[src/rtl/conv_oc_scheduler.sv]
// Output-channel sequencer for the 3x5x5 sum PE: fires the PE once per channel,
// requantizes the sum (bias, ReLU, shift, saturate) and streams 8-bit activations.
module conv_oc_scheduler #(
  parameter int unsigned DATA_W  = 8,
  parameter int unsigned ACC_W   = 24,
  parameter int unsigned NUM_OC  = 4,
  parameter int unsigned NUM_POS = 784,
  parameter int unsigned SHIFT   = 7,
  localparam int unsigned OC_W   = (NUM_OC  > 1) ? $clog2(NUM_OC)  : 1,
  localparam int unsigned POS_W  = (NUM_POS > 1) ? $clog2(NUM_POS) : 1
) (
  input  logic                       clk,
  input  logic                       rst_n,
  input  logic                       win_valid,
  output logic                       win_ready,
  output logic                       pe_valid,
  output logic [OC_W-1:0]            pe_wsel,
  input  logic [ACC_W-1:0]           pe_sum,
  input  logic                       pe_sum_valid,
  input  logic [NUM_OC*ACC_W-1:0]    bias_flat,
  output logic [DATA_W-1:0]          out_data,
  output logic                       out_valid,
  input  logic                       out_ready,
  output logic [OC_W-1:0]            out_oc,
  output logic                       out_eof,
  output logic                       err
);

  localparam int unsigned T_W     = ACC_W + 1;
  localparam int unsigned ACT_MAX = (1 << (DATA_W - 1)) - 1;

  typedef enum logic [2:0] {
    S_IDLE  = 3'd0,
    S_ISSUE = 3'd1,
    S_WAIT  = 3'd2,
    S_OUT   = 3'd3,
    S_DONE  = 3'd4
  } state_t;

  state_t             state;
  state_t             state_nx;
  logic [OC_W-1:0]    oc;
  logic [POS_W-1:0]   pos;
  logic               last_oc;
  logic               last_pos;
  logic               capture;
  logic               accept;
  logic               pe_valid_nx;
  logic               win_ready_nx;
  logic [ACC_W-1:0]   bias_sel;
  logic [T_W-1:0]     t_sum;
  logic [T_W-1:0]     t_shift;
  logic [DATA_W-1:0]  act;

  assign last_oc  = (oc  == OC_W'(NUM_OC - 1));
  assign last_pos = (pos == POS_W'(NUM_POS - 1));
  assign pe_wsel  = oc;

  // State register
  always_ff @(posedge clk or negedge rst_n) begin
    if (!rst_n) begin
      state <= S_IDLE;
    end else begin
      state <= state_nx;
    end
  end

  // Next-state and control decode
  always_comb begin
    state_nx     = state;
    capture      = 1'b0;
    accept       = 1'b0;
    pe_valid_nx  = 1'b0;
    win_ready_nx = 1'b0;
    case (state)
      S_IDLE:  if (win_valid) state_nx = S_ISSUE;
      S_ISSUE: state_nx = S_WAIT;
      S_WAIT: begin
        if (pe_sum_valid) begin
          capture  = 1'b1;
          state_nx = S_OUT;
        end
      end
      S_OUT: begin
        if (out_ready) begin
          accept   = 1'b1;
          state_nx = last_oc ? S_DONE : S_ISSUE;
        end
      end
      S_DONE:  state_nx = S_IDLE;
      default: state_nx = S_IDLE;
    endcase
    pe_valid_nx  = (state_nx == S_ISSUE);
    win_ready_nx = (state_nx == S_DONE);
  end

  // Per-channel bias; channel 0 sits in the MSBs
  always_comb begin
    bias_sel = '0;
    for (int unsigned i = 0; i < NUM_OC; i++) begin
      if (oc == OC_W'(i)) bias_sel = bias_flat[(NUM_OC - 1 - i) * ACC_W +: ACC_W];
    end
  end

  // Requantize: widened add cannot overflow, then ReLU, shift, clamp
  always_comb begin
    t_sum   = {pe_sum[ACC_W-1], pe_sum} + {bias_sel[ACC_W-1], bias_sel};
    t_shift = t_sum >> SHIFT;
    act     = '0;
    if (t_sum[T_W-1]) begin
      act = '0;
    end else if (t_shift > T_W'(ACT_MAX)) begin
      act = DATA_W'(ACT_MAX);
    end else begin
      act = t_shift[DATA_W-1:0];
    end
  end

  // Registered outputs, channel/position counters and sticky error
  always_ff @(posedge clk or negedge rst_n) begin
    if (!rst_n) begin
      pe_valid  <= 1'b0;
      win_ready <= 1'b0;
      out_valid <= 1'b0;
      out_data  <= '0;
      out_oc    <= '0;
      out_eof   <= 1'b0;
      oc        <= '0;
      pos       <= '0;
      err       <= 1'b0;
    end else begin
      pe_valid  <= pe_valid_nx;
      win_ready <= win_ready_nx;
      if (capture) begin
        out_valid <= 1'b1;
        out_data  <= act;
        out_oc    <= oc;
        out_eof   <= last_oc && last_pos;
      end else if (accept) begin
        out_valid <= 1'b0;
      end
      if (accept && !last_oc) begin
        oc <= oc + OC_W'(1);
      end else if (state == S_DONE) begin
        oc <= '0;
      end
      if (state == S_DONE) begin
        pos <= last_pos ? '0 : pos + POS_W'(1);
      end
      if (pe_sum_valid && state != S_WAIT) begin
        err <= 1'b1;
      end
    end
  end

endmodule

[config.mk]
export PLATFORM = sky130hd
export DESIGN_NAME = conv_oc_scheduler
export DESIGN_NICKNAME = d
export VERILOG_FILES = /design/src/rtl/conv_oc_scheduler.sv
export SDC_FILE = /design/constraint.sdc
export NUM_CORES = 1
export LEC_CHECK = 0
export CORE_MARGIN = 2
export CORE_UTILIZATION = 40
export DETAILED_ROUTE_END_ITERATION = 8
export GPL_TIMING_DRIVEN = 0
export PLACE_DENSITY_LB_ADDON = 0.3
export SLEW_MARGIN = 15
export SYNTH_ARGS = -nofsm -noshare
export SYNTH_HDL_FRONTEND = slang
export SYNTH_SLANG_ARGS = --single-unit
[constraint.sdc]
create_clock -name clk -period 6.95 [get_ports clk]
set_input_delay 1.39 -clock clk [delete_from_list [all_inputs] [get_ports clk]]
set_output_delay 1.39 -clock clk [all_outputs]
set_load 0.01 [all_outputs]
After elaboration in Yosys (flattened, before gate mapping)
Cells that the tools add are included.
{ "word_totals": {"ff_bits": 30, "output_inout_bits": 17, "input_bits": 125} }
{ "op_classes": {"magnitude_cmp": 1, "eq_ne": 11, "muxes": 20, "addsub": 3, "reduce_logical": 8} }
{ "op_table": {"columns": ["op", "count"], "rows": [
  ["2-to-1 mux 24 bit", 4],
  ["adder 24 x 24 -> 25 bit", 1],
  ["> comparator 18 x 7 -> 1 bit (second input constant)", 1],
  ["2-to-1 mux 8 bit", 2],
  ["2-to-1 mux 3 bit", 4],
  ["one-hot mux 3 bit (4 select lines)", 1],
  ["adder 10 x 1 -> 10 bit (second input constant)", 1],
  ["equality test 10 bit (second input constant)", 1],
  ["2-to-1 mux 10 bit", 1],
  ["equality test 3 x 1 -> 1 bit (second input constant)", 2],
  ["equality test 3 x 2 -> 1 bit (second input constant)", 2],
  ["equality test 3 bit (second input constant)", 2],
  ["2-to-1 mux 1 bit", 6],
  ["equality test 2 bit (second input constant)", 2],
  ["2-to-1 mux 2 bit", 2],
  ["nonzero test 2 bit", 2],
  ["logical AND 1 bit", 3],
  ["zero test 3 bit", 1],
  ["!= test 3 x 2 -> 1 bit (second input constant)", 1],
  ["adder 2 x 1 -> 2 bit (second input constant)", 1],
  ["equality test 2 x 1 -> 1 bit (second input constant)", 1],
  ["zero test 2 bit", 1],
  ["zero test 1 bit", 1]
]} }

Logic depth before layout (Yosys ltp)
Gate-level depths: netlist (run 1).
{ "logic_depth": {"ltp_word": 9, "ltp_mapped": 21, "ltp_nobuf": 18} }

Worst setup path after synthesis (run 1)
Ideal clock, no wire load.
{ "synth_timing": {"kind": "input to register", "start": "input bias_flat[84]", "end": "register out_data[1]", "path_stages": 17, "path_slack_ps": 2904, "setup_ps": 86, "arrival_ps": 3960, "cell_sequence": "nand2_1 -> nor2_1 -> a21oi_1 -> nor2_1 -> a21oi_1 -> o21ai_0 -> ha_1 -> buf_6 -> a21oi_4 -> nand2_2 -> or4b_4 -> a31oi_1 -> o21ai_1 -> and3_4 -> o41ai_4 -> mux2i_2 -> a32oi_1"} }
{ "synth_via": {"elab_chain_cells": 8} }
{ "synth_rtl": {"columns": ["item", "line", "source"], "rows": [
  ["start, declared", "20", "input logic [NUM_OC*ACC_W-1:0] bias_flat,"],
  ["2-to-1 mux 24 bit * (4 in a row)", "101", "if (oc == OC_W'(i)) bias_sel = bias_flat[(NUM_OC - 1 - i) * ACC_W +: ACC_W];"],
  ["adder 24 x 24 -> 25 bit *", "107", "t_sum = {pe_sum[ACC_W-1], pe_sum} + {bias_sel[ACC_W-1], bias_sel};"],
  ["> comparator 18 x 7 -> 1 bit", "112", "end else if (t_shift > T_W'(ACT_MAX)) begin"],
  ["2-to-1 mux 8 bit", "112", null],
  ["2-to-1 mux 8 bit *", "110", "if (t_sum[T_W-1]) begin"],
  ["end signal, assigned", "136", "out_data <= act;"],
  ["end, declared", "21", "output logic [DATA_W-1:0] out_data,"]
]} }
Mark *: on every way between the ends. The rest lies on a longest branch, timed or not.
A chain may end at the register's enable or synchronous reset.

Final worst setup path (run 1)
{ "layout_timing": {"start": "register oc[1] (netlist: pe_wsel[1])", "end": "register out_data[6]"} }
{ "layout_via": {"elab_chain_cells": 9, "word_cells_on_any_way": 12, "cone_classes": "1 x add/sub; 1 x order compare; 3 x eq/ne; 6 x mux; 1 x reduce/logical"} }
{ "layout_rtl": {"columns": ["item", "line", "source"], "rows": [
  ["start, declared", "42", "logic [OC_W-1:0] oc;"],
  ["start signal, assigned", "143", "oc <= oc + OC_W'(1);"],
  ["zero test 2 bit", "101", null],
  ["2-to-1 mux 24 bit (3 in a row)", "101", null],
  ["2-to-1 mux 24 bit *", "101", null],
  ["adder 24 x 24 -> 25 bit *", "107", null],
  ["> comparator 18 x 7 -> 1 bit", "112", null],
  ["2-to-1 mux 8 bit", "112", null],
  ["2-to-1 mux 8 bit *", "110", null]
]} }
Marked as above.

==> run metrics, run 1 <==
first-pass GRT wire length 19900 um; Seq/Total Area, Yosys 0.217; Main synth FF type dfrtp_1; maxcap violations 0; Clock Sinks 30; Worst setup EP type flip-flop; total length of routed wires 12100 um; Hold Crit Class reg -> reg; Synth Instances 495; clock slew at reported path FFs 60 ps; crit path time final 4990 ps; HPWL Detailed 9920 um; RSZ-0062 raised after global routing false; Post-DP Area 0.00499 mm^2; Synth Warn # 0; Least-Margin Pin Slew 665 ps; CP Data Arrival Time 5120 ps; Max FO, Critical Path 10; gr usage total 0.255; Layout area overhead 47.2%; Synth Register Bits 30; final hold viol count 0; Mean Syn Cell Area 6.98 um^2; Post-CTS Resized 0; die area 0.00940 mm^2; Final Skew 2.99 ps; setup TNS 0 ps; routed vias/inst 5.59; largest net degree at the start of global routing 31; register area 751 um^2; Setup-failing EPs final 0; Clock Tree Buf Depth 2; clk_lat worst skew 280 ps; Worst slew margin 0.557; Final period util 0.718; Yosys cell types 62; Synth Cell Area 0.00346 mm^2; postcts setup bufs 0; Final #Nets 797; Crit Path Category reg -> reg; Design Area, Final 0.00509 mm^2; final core utilization 0.613; vias in the first global route 4173; P per Cell Area 428 mW/mm^2; First-pass DRT Iterations 5; initial antenna violation count 0; outcome completed; I/O pins 142; EDFF count, synth 0; total clock buffers created by CTS 5; routed len/inst 16.1 um; global route overflow 0; ys async rst share 1.00; core box area 0.00830 mm^2; CTS tree yes; initial DRC count 174; multi-input logic area 0.00257 mm^2; Required @ worst endpoint 7080 ps; H-tree depth 2; Post-CTS Hold Buffers 0; Core Rows 33; static leakage 2.05 nW; DIE WIDTH 97.0 um; die height 97.0 um; max-slew violation count 0; Initial Utilization 0.417; via count 4187; clk root buf clkbuf_8; n_diodes 0; startpoint types flip-flop; Max Clk Rate 201 MHz; share of layout cells above drive strength 1 0.0419; Routed Antenna Nets 0; VDD IR max 0.269 mV; Syn Nets 649; DRC violations left 0; Fill cells 772; Port Buffers 141; RD Place Congestion 0.944
[sequential cells by signal, summed over array words and instances (netlist names)]
register	flops
pos	10
out_data	8
state	3
out_oc	2
pe_wsel	2
err	1
out_eof	1
out_valid	1
pe_valid	1
win_ready	1
[cells by family after synthesis]
group           count (synthesis)  share of synthesized area
fa+ha+maj                      29                      0.105
compound gates                178                      0.315
mux                             4                     0.0130
xor+xnor                       18                     0.0456
simple gates                  203                      0.266
buf+inv                        33                     0.0387
flops                          30                      0.217
[placed cells by master, fill, tap and decap left out, types with 8 or more instances in the layout]
cell type        synthesis  layout
a21oi_1                 71      71
clkbuf_1                22      22
clkdlybuf4s50_1          0     140
dfrtp_1                 30      30
ha_1                    29      29
nand2_1                 88      88
nand3_1                  9       9
nand4_1                  8       8
nor2_1                  59      59
nor2b_1                  8       8
nor3_1                  11      11
o21ai_0                 41      41
o21ai_1                  9       9
xnor2_1                 12      12
[per-layer routing]
| metal | GRT usage | routed length (um) | share of wire | up-vias |
|---|---|---|---|---|
| met1 | 0.318 | 5140 | 0.43 | 1932 |
| li1 | - | - | - | 2082 |
| met5 | 0 | 0 | 0 | - |
| met3 | 0.0390 | 689 | 0.057 | 18 |
| met2 | 0.455 | 6020 | 0.50 | 155 |
| met4 | 0.0715 | 200 | 0.017 | 0 |
[area by class of cell]
type,instances,area share
Multi-Input combinational cell,432,0.505
Timing Repair Buffer,141,0.276
Sequential cell,30,0.147
Tap cell,105,0.0258
Buffer,27,0.0219
Clock buffer,6,0.0162
Inverter,6,0.00442
Clock inverter,2,0.00246
[synthesized netlist by cell type, drive strengths merged (5+ instances only)]
cell | count | area, um^2
nand2 | 89 | 337
a21oi | 73 | 380
nor2 | 59 | 221
o21ai | 50 | 250
dfrtp | 30 | 751
ha | 29 | 363
clkbuf | 22 | 82.6
xnor2 | 12 | 105
nor3 | 11 | 55.1
nand3 | 10 | 55.1
nand4 | 8 | 50.1
nor2b | 8 | 50.1
a21o | 7 | 53.8
a22oi | 7 | 52.6
a32oi | 7 | 61.3
inv | 6 | 22.5
xor2 | 6 | 52.6
buf | 5 | 28.8
o21a | 5 | 37.5
[critical path, stage by stage, from the launching register on]
cell      delay, ps
dfrtp_1         430
inv_1           130
ha_1            150
clkbuf_1        230
clkbuf_1        360
buf_1           410
a21oi_1         120
nor2_1          110
a21oi_1          40
o21ai_0         350
ha_1            320
buf_6           150
a21oi_4         170
nand2_2          70
a21oi_1         320
o211ai_1        220
a21oi_1         200
xor2_1          160
nand4_1         150
nor4_4          510
a32oi_1         210
[path summary, 6_finish.rpt]
kind	start	to	slack [ps]	depth (start not counted)
worst min-delay path	err$_DFFE_PN0P_	err$_DFFE_PN0P_	470	1
worst max-delay path	pe_wsel[1]$_DFFE_PN0P_	out_data[6]$_DFFE_PN0P_	1960	20
min in group asynchronous	rst_n	pos[6]$_DFFE_PN0P_	1130	1
worst min register to register	err$_DFFE_PN0P_	err$_DFFE_PN0P_	470	1
worst max register to register	pe_wsel[1]$_DFFE_PN0P_	out_data[6]$_DFFE_PN0P_	1960	20
max in group asynchronous	rst_n	out_oc[1]$_DFFE_PN0P_	5380	1
[through the flow]
stage          hold slack [ps]  power [mW]  setup WS [ps]  cells
2_1_floorplan              457        1.53           2900    495
3_3_place_gp               442        1.97           1900    741
3_5_place_dp               456        2.01           1860    741
4_1_cts                    473        2.17           2090    749
5_1_grt                    483        2.40           1680    749
6_report                   468        2.18           1960    749
[power by group]
part	switching (mW)	internal (mW)	total (mW)
registers	0.0457	0.222	0.268
clock network	0.0656	0.0794	0.145
logic	1.05	0.720	1.77
total	1.16	1.02	2.18
No activity file was read; power rests on OpenSTA's default activity.
==> run 2: changes to the inputs <==
Clock period 6.95 ns to 5.05 ns, I/O delays scaled along.
==> run 2 against run 1 <==
Global-route usage stayed put. Non-clock buffer count stayed put. Cell area is essentially flat. Sequential power grew 38%. Power is 38% higher. Wire length shrank 0.14%. Register-to-register slack worse by 1600 ps.
==> run metrics, run 2 (synthesis gave the netlist of run 1 again) <==
DIE WIDTH 97.0 um (unchanged); clock slew at reported path FFs 60 ps (about the same); Final period util 0.924 (+0.207); RSZ-0062 raised after global routing false; setup TNS 0 ps (unchanged); Max FO, Critical Path 10 (unchanged); Clock Sinks 30 (unchanged); die height 97.0 um (unchanged); clk_lat worst skew 280 ps (about the same); Layout area overhead 47.3% (about the same); total length of routed wires 12000 um (-0.14%); Required @ worst endpoint 5180 ps (-1900 ps); initial DRC count 161 (-7.5%); Max Clk Rate 214 MHz (+6.9%); startpoint types flip-flop; Worst slew margin 0.556 (-0.00116); CP Data Arrival Time 4800 ps (-320 ps); share of layout cells above drive strength 1 0.0450 (+0.00311); first-pass GRT wire length 19900 um (unchanged); die area 0.00940 mm^2 (unchanged); Reg with most FFs pos; Worst setup EP type flip-flop; crit path time final 4670 ps (-320 ps); total clock buffers created by CTS 5 (unchanged); PnR worst setup slack 383 ps (-1580 ps); most common cell after layout, fill and taps aside clkdlybuf4s50_1; max-slew violation count 0 (unchanged); postcts setup bufs 0 (unchanged); via count 4199 (+0.29%); largest net degree at the start of global routing 31 (unchanged); WHS Endpoint err$_DFFE_PN0P_; n_diodes 0 (unchanged); Fill cells 770 (-0.26%); Worst R2R Path Depth 20 (unchanged); Port Buffers 141 (unchanged); P per Cell Area 590 mW/mm^2 (+38%); global route overflow 0 (unchanged); Setup-failing EPs final 0 (unchanged); Clock Tree Buf Depth 2 (unchanged); worst hold path startpoint err$_DFFE_PN0P_; final core utilization 0.614 (about the same); Initial Utilization 0.417 (unchanged); Hold Crit Class reg -> reg; VDD IR max 0.370 mV (+38%); outcome completed; I/O pins 142 (unchanged); capturing point of the worst reg2reg path out_data[6]$_DFFE_PN0P_; Design Area, Final 0.00509 mm^2 (about the same); CTS tree yes; vias in the first global route 4173 (unchanged); DRC violations left 0 (unchanged); static leakage 2.06 nW (+0.31%); core box area 0.00830 mm^2 (unchanged); R2R Path Start pe_wsel[1]$_DFFE_PN0P_; Core Rows 33 (unchanged); register area 751 um^2 (unchanged); clk root buf clkbuf_8; routed len/inst 16.1 um (-0.14%); gr usage total 0.255 (unchanged); flop-to-flop setup slack 380 ps (-1580 ps); final hold viol count 0 (unchanged); routed vias/inst 5.61 (+0.29%); Post-DP Area 0.00499 mm^2 (unchanged); Place WS 220 ps (-1640 ps); Post-CTS Hold Buffers 0 (unchanged); maxcap violations 0 (unchanged); initial antenna violation count 0 (unchanged); multi-input logic area 0.00257 mm^2 (unchanged); largest registers pos x10, out_data x8, state x3; Crit Path Category reg -> reg; Routed Antenna Nets 0 (unchanged); max FFs per register 10 (unchanged); HPWL Detailed 9920 um (unchanged); RD Place Congestion 0.944 (unchanged); First-pass DRT Iterations 5 (unchanged); Least-Margin Pin Slew 666 ps (+1.74 ps); Final Skew 3.37 ps (+0.379 ps); worst hold path depth 1 (unchanged); H-tree depth 2 (unchanged); Final #Nets 797 (unchanged); commonest non-fill, non-tap cells in the layout 140 x clkdlybuf4s50_1, 88 x nand2_1, 71 x a21oi_1, 59 x nor2_1, 41 x o21ai_0
[run 2: worst max-delay path, stage by stage, from the launching register on]
cell and delay, ps:
dfrtp_1 430, inv_1 130, ha_1 150, clkbuf_1 240, clkbuf_2 270, clkbuf_2 260
a21oi_1 100, nor2_1 90, a21oi_1 40, o21ai_0 350, ha_1 320, buf_6 150
a21o_1 210, a21o_1 170, a21o_1 180, a41oi_1 170, a21oi_1 130, a211oi_1 300
xnor2_1 150, nor4_4 460, a32oi_1 200
[run 2: timing repair]
action	4_1_cts	5_1_grt
endpoints found under the setup margin	0	7
gates resized for setup	0	3
hold endpoints to repair	0	0
[run 2: how the worst max path moves through the flow]
stage,depth (start not counted),from,end
after floorplan,20,pe_wsel[1]$_DFFE_PN0P_,out_data[1]$_DFFE_PN0P_
after global placement,20,pe_wsel[1]$_DFFE_PN0P_,out_data[4]$_DFFE_PN0P_
after detailed placement,20,pe_wsel[1]$_DFFE_PN0P_,out_data[6]$_DFFE_PN0P_
after CTS,20,pe_wsel[1]$_DFFE_PN0P_,out_data[6]$_DFFE_PN0P_
after global routing,16,pe_wsel[0]$_DFFE_PN0P_,out_data[6]$_DFFE_PN0P_
final,20,pe_wsel[1]$_DFFE_PN0P_,out_data[6]$_DFFE_PN0P_
[run 2: metal layers]
layer / share of wire / wire length (um) / GRT usage
met1: 0.43 / 5140 / 0.318
met2: 0.50 / 6010 / 0.455
met3: 0.057 / 684 / 0.0390
met4: 0.017 / 199 / 0.0715
met5: 0 / 0 / 0
[run 2: metrics by stage]
step	hold slack [ps]	std cells	total power [mW]
after global placement	442	741	2.71
final	468	749	3.00
after detailed placement	456	741	2.77
after CTS	473	749	2.99
after global routing	483	749	3.30
after floorplan	457	495	2.10
[run 2: report_power, final]
part / switching [mW] / total (mW) / internal (mW)
clock network: 0.0904 / 0.200 / 0.109
registers: 0.0627 / 0.369 / 0.306
logic: 1.44 / 2.44 / 0.993
[run 2: area by class of cell]
cell class	instances	share of cell area
inverter	6	0.00442
tap	105	0.0258
multi-input combinational	432	0.505
sequential	30	0.147
buffer	27	0.0224
clock buffer	6	0.0162
clock inverter	2	0.00246
timing repair buffer	141	0.276
==> run 3: changes to the inputs <==
Settings changed: CORE_MARGIN 2 to 10.
==> run 3 against run 2 <==
Combinational power hardly changed. Non-clock buffer count stayed put. Die area is 36% higher. First-iteration DRC count is 53% higher. Sequential cell count stayed put. Core utilization stayed put. Cell area stayed put. Global-route usage is 5.4 points lower. Largest cell class unchanged.
==> run metrics, run 3 (synthesis gave the netlist of run 1 again) <==
largest net degree at the start of global routing 31 (unchanged); largest registers pos x10, out_data x8, state x3; Routed Antenna Nets 0 (unchanged); gr usage total 0.201 (-0.0540); WHS Endpoint err$_DFFE_PN0P_; Setup-failing EPs final 0 (unchanged); routed vias/inst 5.63 (+0.50%); First-pass DRT Iterations 5 (unchanged); Worst R2R Path Depth 18 (-10%); H-tree depth 2 (unchanged); CTS tree yes; R2R Path Start pe_wsel[1]$_DFFE_PN0P_; static leakage 2.06 nW (unchanged); n_diodes 0 (unchanged); initial antenna violation count 0 (unchanged); global route overflow 0 (unchanged); clock slew at reported path FFs 70 ps (about the same); Final Skew 5.66 ps (+2.28 ps); most used routing layer met2; max FFs per register 10 (unchanged); total length of routed wires 13500 um (+12%); grt met3 use 0.0322 (-0.00679); Worst slew margin 0.550 (-0.00583); Layout area overhead 47.3% (unchanged); Required @ worst endpoint 5180 ps (about the same); clk_lat worst skew 280 ps (about the same); vias in the first global route 4170 (-0.072%); Max FO, Critical Path 10 (unchanged); DIE WIDTH 113 um (+17%); Post-CTS Hold Buffers 0 (unchanged); setup TNS 0 ps (unchanged); die height 113 um (+17%); outcome completed; CP Data Arrival Time 4800 ps (about the same); cell family with most CP delay simple AND/OR/NAND/NOR gates; final std cells w/o fill 749 (unchanged); CP max-delay cell nor4_4; HPWL Detailed 11400 um (+15%); Crit path buffers/inverters 4 (-1); startpoint types flip-flop; Hold Crit Class reg -> reg; Least-Margin Pin Slew 675 ps (+8.75 ps); Final period util 0.925 (about the same); commonest non-fill, non-tap cells in the layout 140 x clkdlybuf4s50_1, 88 x nand2_1, 71 x a21oi_1, 59 x nor2_1, 41 x o21ai_0; maxcap violations 0 (unchanged); final hold viol count 0 (unchanged); clk root buf clkbuf_8; I/O pins 142 (unchanged); Final #Nets 797 (unchanged); crit-path cells inv_1, ha_1, clkbuf_1, clkbuf_2, clkbuf_2, a21oi_1, nor2_1, a21oi_1, o21ai_0, ha_1, nand3_2, nor2_1, or4b_4, a2bb2oi_1, o21a_1, o21ai_1, nor4_4, a32oi_1; Worst setup EP type flip-flop; VDD IR max 0.298 mV (-19%); first-pass GRT wire length 21300 um (+7.1%); Power Total 3.03 mW (+0.73%); Crit Path Category reg -> reg; Port Buffers 141 (unchanged); routed len/inst 18.1 um (+12%); crit-path max cell delay 530 ps (+70 ps); share of layout cells above drive strength 1 0.0450 (unchanged); via count 4220 (+0.50%); DRC violations left 0 (unchanged); die area 0.0128 mm^2 (+36%); capturing point of the worst reg2reg path out_data[6]$_DFFE_PN0P_; RD Place Congestion 0.930 (-1.5%); Clock Sinks 30 (unchanged); initial DRC count 246 (+53%); Clock Tree Buf Depth 2 (unchanged); Inst Count DP 741 (unchanged); Reg with most FFs pos; RSZ-0062 raised after global routing false; Max Clk Rate 214 MHz (about the same); worst hold path startpoint err$_DFFE_PN0P_; flop-to-flop setup slack 380 ps (about the same); P per Cell Area 594 mW/mm^2 (+0.73%); Core Rows 33 (unchanged); max-slew violation count 0 (unchanged); GR Util met1 0.231 (-0.0868); worst hold path depth 1 (unchanged); met2 Use GR 0.373 (-0.0821); Initial Utilization 0.417 (unchanged); core box area 0.00830 mm^2 (unchanged); crit path time final 4670 ps (+3.50 ps); most common cell after layout, fill and taps aside clkdlybuf4s50_1; total clock buffers created by CTS 5 (unchanged)
## run 3: metrics by stage
step | hold slack, ps | util | setup slack [ps] | area [um^2]
after floorplan | 457 | - | 1050 | 3460
after global placement | 442 | 0.602 | 266 | 5000
after detailed placement | 454 | 0.602 | 168 | 4990
after CTS | 473 | 0.613 | 156 | 5090
after global routing | 495 | 0.614 | 52.1 | 5090
final | 466 | 0.614 | 379 | 5090
## run 3: worst max-delay path by stage
stage / from / endpoint / slack, ps / cells past startpoint
2_1_floorplan: pe_wsel[1]$_DFFE_PN0P_ / out_data[1]$_DFFE_PN0P_ / 1050 / 20
3_3_place_gp: pe_wsel[1]$_DFFE_PN0P_ / out_data[4]$_DFFE_PN0P_ / 270 / 19
3_5_place_dp: pe_wsel[1]$_DFFE_PN0P_ / out_data[6]$_DFFE_PN0P_ / 170 / 19
4_1_cts: pe_wsel[1]$_DFFE_PN0P_ / out_data[6]$_DFFE_PN0P_ / 160 / 19
5_1_grt: pe_wsel[1]$_DFFE_PN0P_ / out_data[6]$_DFFE_PN0P_ / 50 / 20
6_report: pe_wsel[1]$_DFFE_PN0P_ / out_data[6]$_DFFE_PN0P_ / 380 / 18
## run 3: area by class of cell
cell class,count,area [um^2]
Tap cell,105,131
Clock buffer,6,82.6
Multi-Input combinational cell,432,2570
Inverter,6,22.5
Sequential cell,30,751
Clock inverter,2,12.5
Fill cell,788,3210
Timing Repair Buffer,141,1410
Buffer,27,114
## run 3: routing by layer
metal | vias up | wire length, um
met5 | - | 0
met4 | 0 | 255
met3 | 20 | 690
li1 | 2081 | -
met1 | 1990 | 5660
met2 | 129 | 6930
## run 3: timing repair
action | CTS | global route
setup endpoints to repair | 0 | 7
gates resized for setup | 0 | 3
setup buffers | 0 | 0
## run 3: power breakdown
part | switching (mW) | internal, mW | total (mW)
clock | 0.0933 | 0.109 | 0.203
sequential | 0.0623 | 0.306 | 0.368
combinational | 1.46 | 0.994 | 2.45
total | 1.62 | 1.41 | 3.03
